**src/rtl/fp32_to_fp16_packer.sv**
```systemverilog
// fp32 -> fp16 converter with round-to-nearest-even, per-result exception flags
// and sticky status. Two-stage pipeline: stage 1 decodes/aligns, stage 2 rounds/packs.
module fp32_to_fp16_packer #(
    parameter logic [15:0] NAN_CANON = 16'h7E00,
    parameter bit          STICKY_EN = 1'b1
) (
    input  logic        clk,
    input  logic        rst_n,
    input  logic        valid_in,
    input  logic [31:0] a,
    input  logic        ovf_in,
    input  logic        unf_in,
    input  logic        clr_sticky,
    output logic [15:0] result,
    output logic        valid_out,
    output logic        overflow,
    output logic        underflow,
    output logic        inexact,
    output logic        sticky_ovf,
    output logic        sticky_unf,
    output logic        sticky_inx
);

    logic        a_s;
    logic [7:0]  a_e;
    logic [22:0] a_m;
    logic [4:0]  sub_shift;
    logic [33:0] sub_ext;

    assign a_s = a[31];
    assign a_e = a[30:23];
    assign a_m = a[22:0];

    // Subnormal targets (E = 102..112) need {1,M} shifted right by 126-E (14..24);
    // the 24 zero bits below keep every shifted-out bit for guard/round/sticky.
    assign sub_shift = 5'(8'd126 - a_e);
    assign sub_ext   = 34'({1'b1, a_m, 24'b0} >> sub_shift);

    logic       d_sign;
    logic [4:0] d_exp;
    logic [9:0] d_mant;
    logic       d_g, d_r, d_st, d_norm, d_sub, d_ovf, d_unf, d_inx;

    always_comb begin
        d_sign = a_s;
        d_exp  = '0;
        d_mant = '0;
        d_g    = 1'b0;
        d_r    = 1'b0;
        d_st   = 1'b0;
        d_norm = 1'b0;
        d_sub  = 1'b0;
        d_ovf  = 1'b0;
        d_unf  = 1'b0;
        d_inx  = 1'b0;
        if (a_e == 8'hFF) begin
            if (a_m != '0) begin
                d_sign = a_s | NAN_CANON[15];
                d_exp  = NAN_CANON[14:10];
                d_mant = NAN_CANON[9:0];
            end else begin
                d_exp = 5'h1F;
            end
        end else if (a_e == 8'h00) begin
            if (a_m != '0) begin
                d_unf = 1'b1;
                d_inx = 1'b1;
            end
        end else if (a_e > 8'd142) begin
            d_exp = 5'h1F;
            d_ovf = 1'b1;
            d_inx = 1'b1;
        end else if (a_e >= 8'd113) begin
            d_exp  = 5'(a_e - 8'd112);
            d_mant = a_m[22:13];
            d_g    = a_m[12];
            d_r    = a_m[11];
            d_st   = |a_m[10:0];
            d_norm = 1'b1;
        end else if (a_e >= 8'd102) begin
            d_mant = sub_ext[33:24];
            d_g    = sub_ext[23];
            d_r    = sub_ext[22];
            d_st   = |sub_ext[21:0];
            d_sub  = 1'b1;
        end else begin
            d_unf = 1'b1;
            d_inx = 1'b1;
        end
    end

    logic       s1_valid, s1_sign, s1_g, s1_r, s1_st, s1_norm, s1_sub;
    logic       s1_ovf, s1_unf, s1_inx;
    logic [4:0] s1_exp;
    logic [9:0] s1_mant;

    always_ff @(posedge clk or negedge rst_n) begin
        if (!rst_n) begin
            s1_valid <= 1'b0;
            s1_sign  <= 1'b0;
            s1_exp   <= '0;
            s1_mant  <= '0;
            s1_g     <= 1'b0;
            s1_r     <= 1'b0;
            s1_st    <= 1'b0;
            s1_norm  <= 1'b0;
            s1_sub   <= 1'b0;
            s1_ovf   <= 1'b0;
            s1_unf   <= 1'b0;
            s1_inx   <= 1'b0;
        end else begin
            s1_valid <= valid_in;
            if (valid_in) begin
                s1_sign <= d_sign;
                s1_exp  <= d_exp;
                s1_mant <= d_mant;
                s1_g    <= d_g;
                s1_r    <= d_r;
                s1_st   <= d_st;
                s1_norm <= d_norm;
                s1_sub  <= d_sub;
                s1_ovf  <= d_ovf | ovf_in;
                s1_unf  <= d_unf | unf_in;
                s1_inx  <= d_inx;
            end
        end
    end

    // Rounding on the packed {exp,mant} lets a mantissa carry bump the exponent,
    // turning 30/3FF into infinity and a subnormal 3FF into the minimum normal.
    logic        rnd_inc, rnd_inx, rnd_ovf;
    logic [14:0] rounded;

    assign rnd_inc = s1_g & (s1_r | s1_st | s1_mant[0]);
    assign rounded = {s1_exp, s1_mant} + {14'b0, rnd_inc};
    assign rnd_inx = s1_g | s1_r | s1_st;
    assign rnd_ovf = s1_norm & (rounded[14:10] == 5'h1F);

    always_ff @(posedge clk or negedge rst_n) begin
        if (!rst_n) begin
            valid_out <= 1'b0;
            result    <= '0;
            overflow  <= 1'b0;
            underflow <= 1'b0;
            inexact   <= 1'b0;
        end else begin
            valid_out <= s1_valid;
            if (s1_valid) begin
                result    <= {s1_sign, rounded};
                overflow  <= s1_ovf | rnd_ovf;
                underflow <= s1_unf | (s1_sub & rnd_inx);
                inexact   <= s1_inx | rnd_inx;
            end else begin
                overflow  <= 1'b0;
                underflow <= 1'b0;
                inexact   <= 1'b0;
            end
        end
    end

    generate
        if (STICKY_EN) begin : g_sticky
            always_ff @(posedge clk or negedge rst_n) begin
                if (!rst_n) begin
                    sticky_ovf <= 1'b0;
                    sticky_unf <= 1'b0;
                    sticky_inx <= 1'b0;
                end else if (valid_out) begin
                    sticky_ovf <= (sticky_ovf & ~clr_sticky) | overflow;
                    sticky_unf <= (sticky_unf & ~clr_sticky) | underflow;
                    sticky_inx <= (sticky_inx & ~clr_sticky) | inexact;
                end else if (clr_sticky) begin
                    sticky_ovf <= 1'b0;
                    sticky_unf <= 1'b0;
                    sticky_inx <= 1'b0;
                end
            end
        end else begin : g_no_sticky
            assign sticky_ovf = 1'b0;
            assign sticky_unf = 1'b0;
            assign sticky_inx = 1'b0;
        end
    endgenerate

endmodule

```
**config.mk**
```make
export PLATFORM = sky130hd
export DESIGN_NAME = fp32_to_fp16_packer
export DESIGN_NICKNAME = d
export VERILOG_FILES = /design/src/rtl/fp32_to_fp16_packer.sv
export SDC_FILE = /design/constraint.sdc
export NUM_CORES = 1
export LEC_CHECK = 0
export CORE_MARGIN = 8
export CORE_UTILIZATION = 70
export CTS_CLUSTER_SIZE = 40
export DETAILED_ROUTE_END_ITERATION = 8
export DONT_BUFFER_PORTS = 1
export PLACE_DENSITY = 0.92
export SYNTH_ARGS = -nofsm -noshare
export SYNTH_HDL_FRONTEND = slang
export SYNTH_SLANG_ARGS = --single-unit
```
**constraint.sdc**
```tcl
create_clock -name clk -period 2.6 [get_ports clk]
set_clock_uncertainty 0.05 [all_clocks]
set_input_delay 0.52 -clock clk [delete_from_list [all_inputs] [get_ports clk]]
set_output_delay 0.52 -clock clk [all_outputs]
set_load 0.005 [all_outputs]
```
==> summary.txt <==
Synthesis
  • Top area cells in the synthesized netlist: dfrtp_1 30%, mux4_2 7.9%, mux2i_1 7.0%
  • Yosys top cell by area: dfrtp_1
  • Area of the mapped netlist: ~4000 sq um
  • Yosys top cell area share: ~30%
  • Syn_area_per_cell: approximately 9 sq um
  • Sequential-to-total area share from yosys stat: between 20% and 30%
  • Leading cell type by number of instances after synthesis: nor2_1
  • Main synth FF type: dfrtp_1
  • Synth Register Bits: 48
  • Ys Warns: 0
  • Share of synthesized registers carrying an async set or reset: 100%
  • Synth top cells by count: 54 x nor2_1, 48 x dfrtp_1, 41 x a21oi_1
  • Syn nets: a little under 500
  • Post-synth EDFFs: 0
  • Count of cell types in the netlist: 64
  • Post-synthesis cell count: 447

Drt
  • Wirelength, routed: 12,400 um
  • Routed WL per cell: 22.2 um
  • Routed Antenna Nets: 0
  • 1st-pass router iterations: 5
  • # DRC: 0
  • Vias: approximately 3,900
  • Post-DR vias/cell: approximately 7.0
  • First DRT Iteration DRCs: 360

Clock tree
  • Worst-path clk slew: 0.09 ns
  • CTS max path bufs: 2
  • Clk sinks: 48
  • Root Driver: clkbuf_8
  • CTS H-tree lvls: 2
  • Total CTS buffers: 5
  • Clock Latency Late Sink: 0.30 ns
  • CTS tree: yes

Global routing
  • Pin count of the biggest net entering global routing: a little under 50
  • First-pass GRT wire length: around 20,000 um
  • Antenna violations before repair: 0
  • GRT Total Usage: between 20 and 30%
  • Vias in the first global route: 3,772
  • Global route overflow: 0

Setup path
  • Sequence of cells on the critical path: ha_4, xor2_4, buf_4, mux4_2, a2111oi_1, a21oi_1, or4_1
  • Worst EP arrival: 2.69 ns
  • Crit path max-delay cell type: mux4_2
  • Peak per-stage delay on the critical path: between 0.5 and 0.6 ns
  • Crit-path max FO: 44
  • Worst path required time: 2.72 ns
  • CP Class: input port to flip-flop
  • Cell family with most CP delay: multiplexers
  • CP startpoint kind: input port
  • Crit path buf inv count: 1
  • Kind of end point of the critical path: flip-flop

Die
  • Top Ports: around 60
  • Rows: 27
  • Core Area: 5510 sq um
  • Die ar.: 8400 sq um
  • Die W: between 90 and 100 um
  • Starting Density: between 70 and 80%
  • Vert. Die Dim: 91.7 um

Power and ir drop
  • Sw Share: between 30% and 40%
  • Static Leak: just under 2 nW
  • Internal Power: around 1.4 mW
  • Worst VDD drop: ~380 uV
  • Power Density: about 460 nW/um^2
  • Sequential power share: 42.3%
  • Net Sw Power: a little under 0.7 mW
  • Clock power frac: a little over a fifth
  • Gate power share: ~36%

Outcome
  • Status: finished, final reports clean

Layout
  • Non-Filler Instances: 560
  • Fillcell total: approximately 340
  • Layout cells sized above 1: 24.0%
  • Nets@finish: roughly 530
  • Diode count: 0
  • Layout area overhead: 14.8%

Timing
  • Max Freq: ~390 MHz
  • Setup TNS Final: 0 ns
  • Worst slew pin tran: about 0.75 ns
  • Fin crit share: a little over nine tenths
  • RSZ-0062 raised after global routing: yes
  • Pins Over Slew Limit: 0
  • # setup viols final: 0
  • Tmin final: 2.57 ns
  • Final hold violation count: 0
  • Slew headroom: 49.9%
  • Hold_ws: between 0.007 and 0.008 ns

Job
  • MaxCap Viol Count: 0

Placed design
  • Placed cell count: 550
  • Hpwl dp: approximately 9300 um
  • Input/output buffers: 0
  • Placer Congestion: ~0.98

Hold path
  • Worst hold-check path type: input port to asynchronous set/reset pin
per-layer routing:
metal | share of wire, % | vias to the layer above | wire length (um) | GRT usage [%]
li1 | - | 1759 | - | -
met1 | 37 | 1873 | 4630 | 35.5
met2 | 49 | 254 | 6100 | 49.6
met3 | 9.7 | 49 | 1200 | 5.30
met4 | 3.9 | 0 | 490 | 13.0
met5 | 0 | - | 0 | 0
sequential cells by signal, summed over array words and instances, names as in the netlist:
signal / flops
result: 16
s1_mant: 10
s1_exp: 5
inexact: 1
overflow: 1
s1_g: 1
s1_inx: 1
s1_norm: 1
s1_ovf: 1
s1_r: 1
s1_sign: 1
s1_st: 1
s1_sub: 1
s1_unf: 1
s1_valid: 1
sticky_inx: 1
sticky_ovf: 1
sticky_unf: 1
underflow: 1
valid_out: 1
cell type report:
type	count	area, sq um	area share [%]
Clock inverter	1	7.51	0.163
Tap cell	72	90.1	1.96
Inverter	15	61.3	1.33
Clock buffer	7	86.3	1.88
Timing Repair Buffer	64	504	11.0
Multi-Input combinational cell	353	2650	57.6
Sequential cell	48	1200	26.1
power groups by stage:
| stage | clock (mW) | sequential, mW | combinational [mW] |
|---|---|---|---|
| final | 0.451 | 0.898 | 0.774 |
| after global routing | 0.483 | 0.907 | 0.830 |
| after CTS | 0.447 | 0.896 | 0.745 |
| after detailed placement | 0 | 0.910 | 0.723 |
| after global placement | 0 | 0.902 | 0.706 |
| after floorplan | 0 | 0.882 | 0.506 |
final timing paths:
check | end | start | cells past startpoint | slack, ns
worst max register to register | result[14] | s1_g | 8 | 0.36
worst min register to register | s1_sub | s1_sub | 1 | 0.44
max in group asynchronous | s1_mant[6] | rst_n | 1 | 2.29
worst min-delay path | result[11] | rst_n | 1 | 0.008
min in group clk | s1_valid | valid_in | 0 | 0.19
worst max-delay path | s1_st | a[23] | 7 | 0.03
kinds of logic (layout without fill, tap and decap cells):
logic type	Yosys count	in the layout	share of synthesized area, %
multiplexers	63	63	20.9
AO/OA/AOI/OAI	125	125	20.7
XOR/XNOR	19	19	4.53
AND/OR/NAND/NOR	140	140	16.4
buffers and inverters	46	87	5.65
adder cells (fa/ha/maj)	6	6	1.87
flip-flops	48	48	30.0
cells in the final DEF, fill, tap and decap left out, types with 7 or more instances in the layout:
cell / Yosys / layout
buf_4: 3 / 62
mux4_2: 14 / 14
a21oi_1: 41 / 41
nand3_1: 16 / 16
nand2_1: 29 / 29
o21ai_0: 24 / 24
and3_1: 7 / 7
xnor2_1: 8 / 8
mux2_2: 20 / 19
nor2_1: 54 / 54
mux2i_1: 28 / 28
nor3_1: 7 / 7
inv_1: 15 / 13
xor2_1: 9 / 9
dfrtp_1: 48 / 48
o2bb2ai_1: 7 / 7
per-stage QoR:
stage | power (mW) | util (%) | worst slack, ns | instance area [sq um]
floorplan | 1.39 | - | -0.294 | 4090
global placement | 1.61 | 80.5 | -0.322 | 4430
detailed placement | 1.63 | 80.5 | -0.320 | 4430
CTS | 2.09 | 82.9 | 0.0669 | 4570
global route | 2.22 | 83.5 | -0.0654 | 4600
finish | 2.12 | 83.5 | 0.0318 | 4600
what timing repair did:
item	4_1_cts	5_1_grt
pin swaps	2	2
hold buffers	1	0
resized for setup	1	4
endpoints found under the hold margin	48	0
setup buffers	0	1
endpoints found under the setup margin	1	2
No activity file was read; power rests on OpenSTA's default activity.
==> patch, RTL diff (config.mk and constraints unchanged) <==
The parameter `STICKY_EN` goes from 1'b1 to 1'b0.
--- a/src/rtl/fp32_to_fp16_packer.sv
+++ b/src/rtl/fp32_to_fp16_packer.sv
@@ -3,5 +3,5 @@
 module fp32_to_fp16_packer #(
     parameter logic [15:0] NAN_CANON = 16'h7E00,
-    parameter bit          STICKY_EN = 1'b1
+    parameter bit          STICKY_EN = 1'b0
 ) (
     input  logic        clk,
Function: changed (a bounded check fails within 4 cycles, from zero or initial values and one cycle with rst_n low).
==> patch against the unedited design <==
  * Count of clock-buffer cells in the layout fell by 1
  * Routed wire length fell by 12%
  * Worst hold slack improved by 0.0066 ns
  * Via count fell by 12%
  * Worst setup slack improved by 0.18 ns
  * Sequential share of layout area rose by 0.92 points
  * Final area fell by 9.4%
  * Global-route usage fell by 3.1 points
  * Synthesized area fell by 3.2%
  * Critical path depth rose by 2
  * Total power fell by 7.5%
  * Sequential cell count fell by 3
==> patch: results <==
export IMPL_status="finished clean"
export IMPL_inverters=7
export IMPL_synth_compound_area_frac=0.188
export IMPL_critical_path_max_fanout=52
export IMPL_switching_share=0.330
export IMPL_postSynthAreaPerCell_um2=9.30
export IMPL_irDropWorstVdd_mv=0.371
export IMPL_clockRootBuffer="clkbuf_8"
export IMPL_nNetsFinal=466
export IMPL_viasPerCell=6.99
export IMPL_ys_seq_area_frac=0.290
export IMPL_grt_max_degree=53
export IMPL_cp_top_family="compound AO/OA/AOI/OAI gates"
export IMPL_netlist_top_cells_count="dfrtp_1, nor2_1, a21oi_1"
export IMPL_num_multi_input_gates=337
export IMPL_grt_pass1_wl_mm=17.6
export IMPL_reg2reg_setup_slack_ns=0.22
export IMPL_r2r_start="s1_mant[4]"
export IMPL_crit_path_max_incr_delay_ns=0.37
export IMPL_hpwl_mm=8.62
export IMPL_seqPwrFrac=0.442
export IMPL_postPlaceCellArea_mm2=0.00406
export IMPL_yosys_top_cells_area="dfrtp_1, mux4_2, mux2_2, mux2i_1, nor2_1"
export IMPL_layout_nonclk_buf_frac=0.0529
export IMPL_cts_resized_gates=0
export IMPL_critPathSlowestCell="xnor2_2"
export IMPL_cp_arrival_ns=2.51
export IMPL_track_usage=0.261
export IMPL_slew_headroom=0.610
export IMPL_synthXorXnorAreaFrac=0.0423
export IMPL_dp_cells=486
export IMPL_synthAdderAreaFrac=0.0194
export IMPL_wl_per_cell_um=22.1
export IMPL_ff2ff_path_depth=7
export IMPL_nFillCells=384
export IMPL_cts_sinks=45
export IMPL_seqCellArea_mm2=0.00113
export IMPL_wl_mm=10.9
export IMPL_r2r_end="overflow"
export IMPL_pg_clk_w=0.000404
export IMPL_fin_ws_ns=0.208
export IMPL_leakage_nw=1.69
export IMPL_synthMuxAreaShare=0.246
export IMPL_multiInputGateArea_mm2=0.00261
export IMPL_clkCellAreaFrac=0.0198
export IMPL_buffers_excl_clock=26
export IMPL_drt_iter0_drc=286
export IMPL_final_cell_area_mm2=0.00417
export IMPL_first_global_vias=3430
export IMPL_finalWeightedCongestion=0.924
export IMPL_clockBufferCount=6
export IMPL_layout_drive_gt1_share=0.213
export IMPL_drt_pass1_iter_count=6
export IMPL_p_switching_w=0.000649
==> patch: cell count changes in the layout (fill, tap and decap cells not counted), moves of 4 or more <==
cell       before  now
xnor2_1         8    4
nor2_1         54   44
o211ai_1        1    8
buf_4          62   24
o21ai_0        24   13
inv_1          13    5
o2bb2ai_1       7    3
mux2_2         19   27
a21oi_1        41   33
==> patch: metal layers <==
layer | GRT usage | part of all wire
met3 | 0.0623 | 0.091
met1 | 0.315 | 0.39
met2 | 0.436 | 0.49
met4 | 0.111 | 0.032
met5 | 0 | 0
==> patch: worst min-delay path by stage <==
stage | slack (ns) | start | depth (start not counted) | end
2_1_floorplan | 0.17 | rst_n | 0 | inexact
3_3_place_gp | 0.18 | rst_n | 0 | s1_valid
3_5_place_dp | 0.18 | rst_n | 0 | s1_valid
4_1_cts | 0.02 | rst_n | 1 | underflow
5_1_grt | 0.02 | rst_n | 1 | inexact
6_report | 0.01 | rst_n | 1 | s1_sign
